File: src/rtl/audio_pwm_out.sv
// Multi-channel 1-bit audio output stage: buffered signed samples, per-period attenuation,
// and PWM / alternating PWM / first-order sigma-delta / mute output per channel.
module audio_pwm_out #(
    parameter int CHANNELS   = 2,
    parameter int A_BITS     = 11,
    parameter int PWM_BITS   = 7,
    parameter int ATTEN_BITS = 2
) (
    input  logic                         clk,
    input  logic                         reset,
    input  logic                         enable,
    input  logic [CHANNELS*A_BITS-1:0]   sample_in,
    input  logic                         sample_valid,
    output logic                         sample_ready,
    input  logic [1:0]                   mode,
    input  logic [ATTEN_BITS-1:0]        atten,
    output logic [CHANNELS-1:0]          audio_out,
    output logic                         period_start,
    output logic                         underrun
);

    localparam logic [1:0] MODE_PWM = 2'd0;
    localparam logic [1:0] MODE_ALT = 2'd1;
    localparam logic [1:0] MODE_SD  = 2'd2;
    localparam logic [PWM_BITS-1:0] CNT_MAX = {PWM_BITS{1'b1}};

    logic [PWM_BITS-1:0]                cnt_q, cnt_d;
    logic                               phase_q, phase_d;
    logic [CHANNELS-1:0][PWM_BITS-1:0]  acc_q, acc_d;
    logic [1:0]                         mode_r_q, mode_r_d;
    logic [ATTEN_BITS-1:0]              atten_r_q, atten_r_d;
    logic [CHANNELS*A_BITS-1:0]         active_q, active_d;
    logic [CHANNELS*A_BITS-1:0]         pending_q, pending_d;
    logic                               pending_full_q, pending_full_d;
    logic                               armed_q, armed_d;
    logic                               underrun_q, underrun_d;
    logic [CHANNELS-1:0]                audio_q, audio_d;
    logic                               period_start_q, period_start_d;

    logic                               boundary;
    logic                               xfer;
    logic [CHANNELS-1:0][PWM_BITS-1:0]  level;
    logic [CHANNELS-1:0][PWM_BITS:0]    acc_sum;

    // Attenuate, then map the top bits of the signed sample to offset binary.
    function automatic logic [PWM_BITS-1:0] level_of(input logic signed [A_BITS-1:0] smp,
                                                     input logic [ATTEN_BITS-1:0]     sh);
        logic signed [A_BITS-1:0] scaled;
        logic [A_BITS-1:0]        offs;
        scaled = smp >>> sh;
        offs   = {~scaled[A_BITS-1], scaled[A_BITS-2:0]};
        return PWM_BITS'(offs >> (A_BITS - PWM_BITS));
    endfunction

    function automatic logic out_bit(input logic [1:0]          md,
                                     input logic                ph,
                                     input logic [PWM_BITS-1:0] lvl,
                                     input logic [PWM_BITS-1:0] cn,
                                     input logic                sd_bit);
        logic b;
        case (md)
            MODE_PWM: b = (lvl > cn);
            MODE_ALT: b = ph ? (lvl > ~cn) : (lvl > cn);
            MODE_SD:  b = sd_bit;
            default:  b = 1'b0;
        endcase
        return b;
    endfunction

    assign sample_ready = !pending_full_q && !reset;
    assign xfer         = sample_valid && sample_ready;
    assign boundary     = enable && (cnt_q == CNT_MAX);

    always_comb begin
        for (int c = 0; c < CHANNELS; c++) begin
            level[c]   = level_of(active_q[c*A_BITS +: A_BITS], atten_r_q);
            acc_sum[c] = {1'b0, acc_q[c]} + {1'b0, level[c]};
        end
    end

    always_comb begin
        cnt_d          = cnt_q;
        phase_d        = phase_q;
        acc_d          = acc_q;
        mode_r_d       = mode_r_q;
        atten_r_d      = atten_r_q;
        active_d       = active_q;
        pending_d      = pending_q;
        pending_full_d = pending_full_q;
        armed_d        = armed_q;
        underrun_d     = underrun_q;
        audio_d        = audio_q;
        period_start_d = boundary;

        if (enable) begin
            cnt_d = cnt_q + PWM_BITS'(1);
            for (int c = 0; c < CHANNELS; c++) begin
                audio_d[c] = out_bit(mode_r_q, phase_q, level[c], cnt_q, acc_sum[c][PWM_BITS]);
                if (mode_r_q == MODE_SD) begin
                    acc_d[c] = acc_sum[c][PWM_BITS-1:0];
                end
            end
        end

        // Period boundary: swap in the pending samples and latch the new settings.
        if (boundary) begin
            if (pending_full_q) begin
                active_d       = pending_q;
                pending_full_d = 1'b0;
            end else if (armed_q) begin
                underrun_d = 1'b1;
            end
            mode_r_d  = mode;
            atten_r_d = atten;
            if (mode != mode_r_q) begin
                acc_d   = '0;
                phase_d = 1'b0;
            end else begin
                phase_d = ~phase_q;
            end
        end

        // Ready is low while full, so this never collides with the drain above.
        if (xfer) begin
            pending_d      = sample_in;
            pending_full_d = 1'b1;
            armed_d        = 1'b1;
        end
    end

    always_ff @(posedge clk) begin
        if (reset) begin
            cnt_q          <= '0;
            phase_q        <= 1'b0;
            acc_q          <= '0;
            mode_r_q       <= '0;
            atten_r_q      <= '0;
            active_q       <= '0;
            pending_q      <= '0;
            pending_full_q <= 1'b0;
            armed_q        <= 1'b0;
            underrun_q     <= 1'b0;
            audio_q        <= '0;
            period_start_q <= 1'b0;
        end else begin
            cnt_q          <= cnt_d;
            phase_q        <= phase_d;
            acc_q          <= acc_d;
            mode_r_q       <= mode_r_d;
            atten_r_q      <= atten_r_d;
            active_q       <= active_d;
            pending_q      <= pending_d;
            pending_full_q <= pending_full_d;
            armed_q        <= armed_d;
            underrun_q     <= underrun_d;
            audio_q        <= audio_d;
            period_start_q <= period_start_d;
        end
    end

    assign audio_out    = audio_q;
    assign period_start = period_start_q;
    assign underrun     = underrun_q;

endmodule

File: config.mk
export PLATFORM = sky130hd
export DESIGN_NAME = audio_pwm_out
export DESIGN_NICKNAME = d
export VERILOG_FILES = /design/src/rtl/audio_pwm_out.sv
export SDC_FILE = /design/constraint.sdc
export NUM_CORES = 1
export LEC_CHECK = 0
export BUFFER_PORTS_ARGS = -buffer_cell sky130_fd_sc_hd__buf_2
export CAP_MARGIN = 40
export CORE_UTILIZATION = 56
export CTS_CLUSTER_DIAMETER = 120
export DETAILED_ROUTE_END_ITERATION = 6
export GPL_TIMING_DRIVEN = 0
export PLACE_DENSITY = 0.87
export SYNTH_ARGS = -nofsm -noshare
export SYNTH_HDL_FRONTEND = slang
export SYNTH_SLANG_ARGS = --single-unit
File: constraint.sdc
create_clock -name clk -period 4.65 [get_ports clk]
set_input_delay 0.93 -clock clk [delete_from_list [all_inputs] [get_ports clk]]
set_output_delay 0.93 -clock clk [all_outputs]
set_load 0.01 [all_outputs]
[Word-level counts from Yosys, hierarchy flattened]
Cells that the tools add are included.
Storage, ports and cells
  bits in latches: 0
  memories kept: 0
  input port bits: 30
  output and inout port bits: 5
  word-level logic and storage cells: 52
  register bits after elaboration: 76
  bits in writable memories: 0
  ROM bits: 0
Cells by class
  div/mod/pow operators: 0
  bitwise logic cells: 5
  add/subtract/negate cells: 3
  mux-type cells: 12
  multiply operators: 0
  equal/unequal tests: 4
  order comparisons: 4
  reduce and logical (&&, ||, !) cells: 9
  shift operators: 2
Operators with widths (number)
  $mux W14: 3
  $gt A7 B7 Y1: 4
  $sshr A11 B2 Y11: 2
  $add A7 B7 Y8: 2
  $mux W7: 2
  $add A7 B1 Y7 const B: 1
  $eq A7 B7 Y1 const B: 1
  $not A7 Y7: 1
  $pmux W1 S3: 2
  $mux W1: 5
  $not A1 Y1: 4
  $logic_and A1 B1 Y1: 3
  $reduce_and A3 Y1: 1
  $eq A2 B1 Y1 const B: 1
  $eq A2 B2 Y1 const B: 1
  $logic_not A1 Y1: 2
  $logic_not A2 Y1: 1
  $ne A2 B2 Y1: 1
  $reduce_and A2 Y1: 1
  $reduce_bool A2 Y1: 1

[Longest topological paths before layout]
  depth after elaboration: 7
  gate-level depth with buffers: 11

[Worst setup path after synthesis]
No wires, ideal clock.
  kind: flip-flop to flip-flop
  start: register atten_r_q[1]
  end: register acc_q[12] (netlist bit)
  arrival time: 2.570 ns
  setup slack: 2.005 ns
  stages on the path, launching flop included: 10
  period minus slack after synthesis: 2.645 ns
  setup time: 0.074 ns
  cells stage by stage: dfxtp_1 -> clkbuf_1 -> buf_2 -> mux2i_1 -> mux2i_1 -> ha_1 -> a21o_1 -> a22o_1 -> or4b_1 -> a31oi_1
On the way
  cells in the longest elaborated chain, start to end: 6
Ends and longest elaborated chain
  start: declaration: RTL line 31  | logic [ATTEN_BITS-1:0] atten_r_q, atten_r_d;
  start signal: assignment: RTL line 150  | atten_r_q <= atten_r_d;
  $sshr A11 B2 Y11 *: RTL line 50  | scaled = smp >>> sh;
  $add A7 B7 Y8 *: RTL line 77  | acc_sum[c] = {1'b0, acc_q[c]} + {1'b0, level[c]};
  $mux W7 *: RTL line 99  | if (mode_r_q == MODE_SD) begin
  $mux W14 *: RTL line 95  | if (enable) begin
  $mux W14: RTL line 115  | if (mode != mode_r_q) begin
  $mux W14 *: RTL line 106  | if (boundary) begin
  end signal: assignment: RTL line 135  | acc_q <= '0;
  end signal: assignment: RTL line 148  | acc_q <= acc_d;
  end: declaration: RTL line 29  | logic [CHANNELS-1:0][PWM_BITS-1:0] acc_q, acc_d;
Every way passes the cells marked *; elsewhere a longest branch is shown, timed or not.
A chain may end at the register's enable or synchronous reset.

[Worst setup path in the final report]
  start: register atten_r_q[0]
  end: register acc_q[12] (netlist bit)
The elaborated chain is that of the path after synthesis.

==> load_flow_metrics.sql <==
INSERT INTO impl_metrics (metric_group, metric, value, unit) VALUES
('synthesis', 'synth.net_count', '526', ''),
('layout', 'register_area', '0.001201', 'sq mm'),
('synthesis', 'synthesized_area_fraction_occupied_by_adder_cells', '15.27', '%'),
('worst_hold_path', 'hp-class', 'flop to flop', ''),
('critical_path', 'worst-path-max-fanout', '10', ''),
('outcome', 'violations', 'DRC', ''),
('floorplan', 'number_of_placement_rows', '29', ''),
('synthesis', 'synth_enable_flop_cells', '0', ''),
('drt', 'drt-wirelength-per-cell', '16.04', 'microns'),
('cts', 'cts_hold_repair.buffers', '0', ''),
('floorplan', 'dieArea', '0.007091', 'sq mm'),
('timing', 'worst_slew_margin_rel', '54.85', '%'),
('timing', 'timing_worst_slew_pin_value', '677.3', 'ps'),
('synthesis', 'synthArstFlopShare', '0', '%'),
('job', 'drv_cap', '0', ''),
('synthesis', 'synth_cells', '451', ''),
('drt', 'wl', '9140', 'microns'),
('critical_path', 'end_of_the_worst_register_to_register_path', 'acc_q[12]', ''),
('timing', 'timing.final.hold_violations', '0', ''),
('timing', 'final.setup_skew', '8.279', 'ps'),
('cts', 'cts_repair_resize_count', '0', ''),
('layout', 'final_nets', '563', ''),
('synthesis', 'postSynthRegisterBits', '60', ''),
('global_routing', 'first_global_vias', '3333', ''),
('critical_path', 'startpoint_types', 'flop', ''),
('critical_path', 'setup.reg_to_reg.worst_slack', '1480', 'ps'),
('synthesis', 'ys_seq_area_share', '31.74', '%'),
('drt', 'detail_route.first_pass.iterations', '7', ''),
('layout', 'syn_to_layout_area_delta', '11.07', '%'),
('floorplan', 'initial_core_util', '58.93', '%'),
('timing', 'final-setup-viol-count', '0', ''),
('drt', 'routed_via_density', '6.018', ''),
('floorplan', 'core_area', '0.006422', 'sq mm'),
('critical_path', 'r2r-start', 'atten_r_q[0]', ''),
('drt', 'antenna_violating_nets_post_route', '0', ''),
('layout', 'finish.instance_area', '0.004204', 'sq mm'),
('cts', 'cts_max_level', '3', ''),
('synthesis', 'ys.warnings.count', '0', ''),
('placed_design', 'postPlaceCellArea', '0.004011', 'sq mm'),
('power_and_ir_drop', 'p_switching', '0.2761', 'mW'),
('placed_design', 'gp_congestion', '0.9511', ''),
('cts', 'post_cts_setup_repair_buffer_count', '0', ''),
('critical_path', 'delay_of_the_slowest_cell_on_the_worst_path', '540', 'ps'),
('cts', 'tritoncts', 'yes', ''),
('timing', 'tns', '0', 'ps'),
('drt', 'drc_marker_count_from_the_first_detailed_route_iteration', '198', ''),
('outcome', 'status', 'finished, violations left', ''),
('power_and_ir_drop', 'vdd_ir_drop_max', '0.1711', 'mV'),
('power_and_ir_drop', 'share_seq_of_total_power', '49.7', '%'),
('critical_path', 'worstRegToRegCells', '8', ''),
('synthesis', 'synth_top_flop_cell', 'dfxtp_1', ''),
('floorplan', 'floorplan.die.width', '84.21', 'microns'),
('synthesis', 'synthesis.area_per_instance', '8.392', 'sq um'),
('synthesis', 'synthDominantCellAreaShare', '31.74', '%'),
('layout', 'multi_input_comb_area', '0.002421', 'sq mm'),
('synthesis', 'synthMuxAreaShare', '5.884', '%'),
('cts', 'clock_latency_on_the_worst_skew_pair', '350', 'ps'),
('timing', 'layout_worst_path_cycle_share', '68.12', '%'),
('synthesis', 'yosys.cell_count.top_type', 'dfxtp_1', ''),
('placed_design', 'io_buffers', '26', ''),
('global_routing', 'global_route_wire_length_before_repair', '15230', 'microns'),
('critical_path', 'critical_path.endpoint', 'acc_q[12]', ''),
('critical_path', 'required', '4930', 'ps'),
('global_routing', 'gr-total-overflow', '0', ''),
('drt', 'drc_errors', '2', ''),
('synthesis', 'synthTopCellsByArea', 'dfxtp_1 32%, ha_1 14%, nand2_1 5.6%', ''),
('cts', 'clk_path_buf_depth', '2', ''),
('power_and_ir_drop', 'p_clk_share', '43.5', '%'),
('layout', 'drive_above_1_share', '12.78', '%'),
('power_and_ir_drop', 'power_frac_comb', '6.8', '%'),
('synthesis', 'synth_xor_xnor_area_share', '2.083', '%');
[layout make-up]
cell class	instances	area share, %
multi-input combinational	352	57.59
sequential	60	28.57
timing repair buffer	26	3.095
clock buffer	10	3.036
buffer	22	2.351
tap	77	2.292
clock inverter	6	1.548
inverter	17	1.518
[state kept, by name, indices dropped and copies added (netlist names)]
register	cells
active_q	14
acc_q	14
armed_q	1
phase_q	1
mode_r_q	2
pending_q	14
period_start	1
pending_full_q	1
atten_r_q	2
underrun	1
cnt_q	7
audio_out	2
[worst min path at each step]
stage	startpoint	endpoint	slack (ps)	depth (start not counted)
5_1_grt	active_q[5]	active_q[5]	490	2
4_1_cts	active_q[15]	active_q[15]	460	2
3_5_place_dp	active_q[15]	active_q[15]	450	2
6_report	active_q[15]	active_q[15]	460	2
2_1_floorplan	active_q[16]	active_q[16]	430	2
3_3_place_gp	acc_q[3]	acc_q[3]	440	2
[critical path, delay by kind of cell, from the launching register on]
kind / cells / cell delay [ps]
adder cells (fa/ha/maj): 1 / 400
multiplexers: 1 / 540
AO/OA/AOI/OAI: 2 / 380
buffers and inverters: 2 / 760
flip-flops: 1 / 320
AND/OR/NAND/NOR: 2 / 700
[through the flow]
step / setup slack [ps] / power (mW) / hold WS (ps) / util, % / std cells
after detailed placement: 1530 / 0.6227 / 448.9 / 62.46 / 554
after global routing: 1320 / 1.119 / 488.8 / 65.46 / 570
after floorplan: 2005 / 0.5949 / 433.8 / - / 451
final: 1483 / 1.084 / 461.3 / 65.46 / 570
after global placement: 1648 / 0.6191 / 442.9 / 62.46 / 554
after CTS: 1513 / 1.086 / 458.3 / 65.46 / 570
[cell families (layout without fill, tap and decap cells)]
kind of cell,count (synthesis),after routing
buffers and inverters,39,81
AND/OR/NAND/NOR,163,163
multiplexers,22,22
flip-flops,60,60
AO/OA/AOI/OAI,113,113
adder cells (fa/ha/maj),45,45
XOR/XNOR,9,9
[layout by cell type (no fill, tap or decap), types with 4 or more instances in the layout]
master and instances:
nand4_1 6, a211o_1 5, o211ai_1 4, buf_2 36, o21ai_0 28, a211oi_1 11, inv_1 17, nor2_1 27
clkbuf_1 11, nor2b_1 4, nand3b_1 4, a21oi_1 38, o21a_1 4, dfxtp_1 60, xnor2_1 9, clkbuf_8 9
a21o_1 7, nand2b_1 20, ha_1 43, nand3_1 17, nor3_1 4, nand2_1 56, mux2i_1 20
[metal layers]
layer,up-vias,wire [microns],global-route usage [%]
met5,-,0,0
met4,0,333,14.58
met3,30,487,5.900
met2,115,4239,45.23
met1,1603,4080,33.21
li1,1682,-,-
[power by group through the flow]
| stage | combinational (mW) | sequential, mW | clock (mW) |
|---|---|---|---|
| after floorplan | 0.0469 | 0.548 | 0 |
| after global placement | 0.0697 | 0.549 | 0 |
| after detailed placement | 0.0721 | 0.551 | 0 |
| after CTS | 0.0732 | 0.539 | 0.474 |
| after global routing | 0.0819 | 0.541 | 0.496 |
| final | 0.0735 | 0.539 | 0.471 |
(Power assumes the default switching activity.)
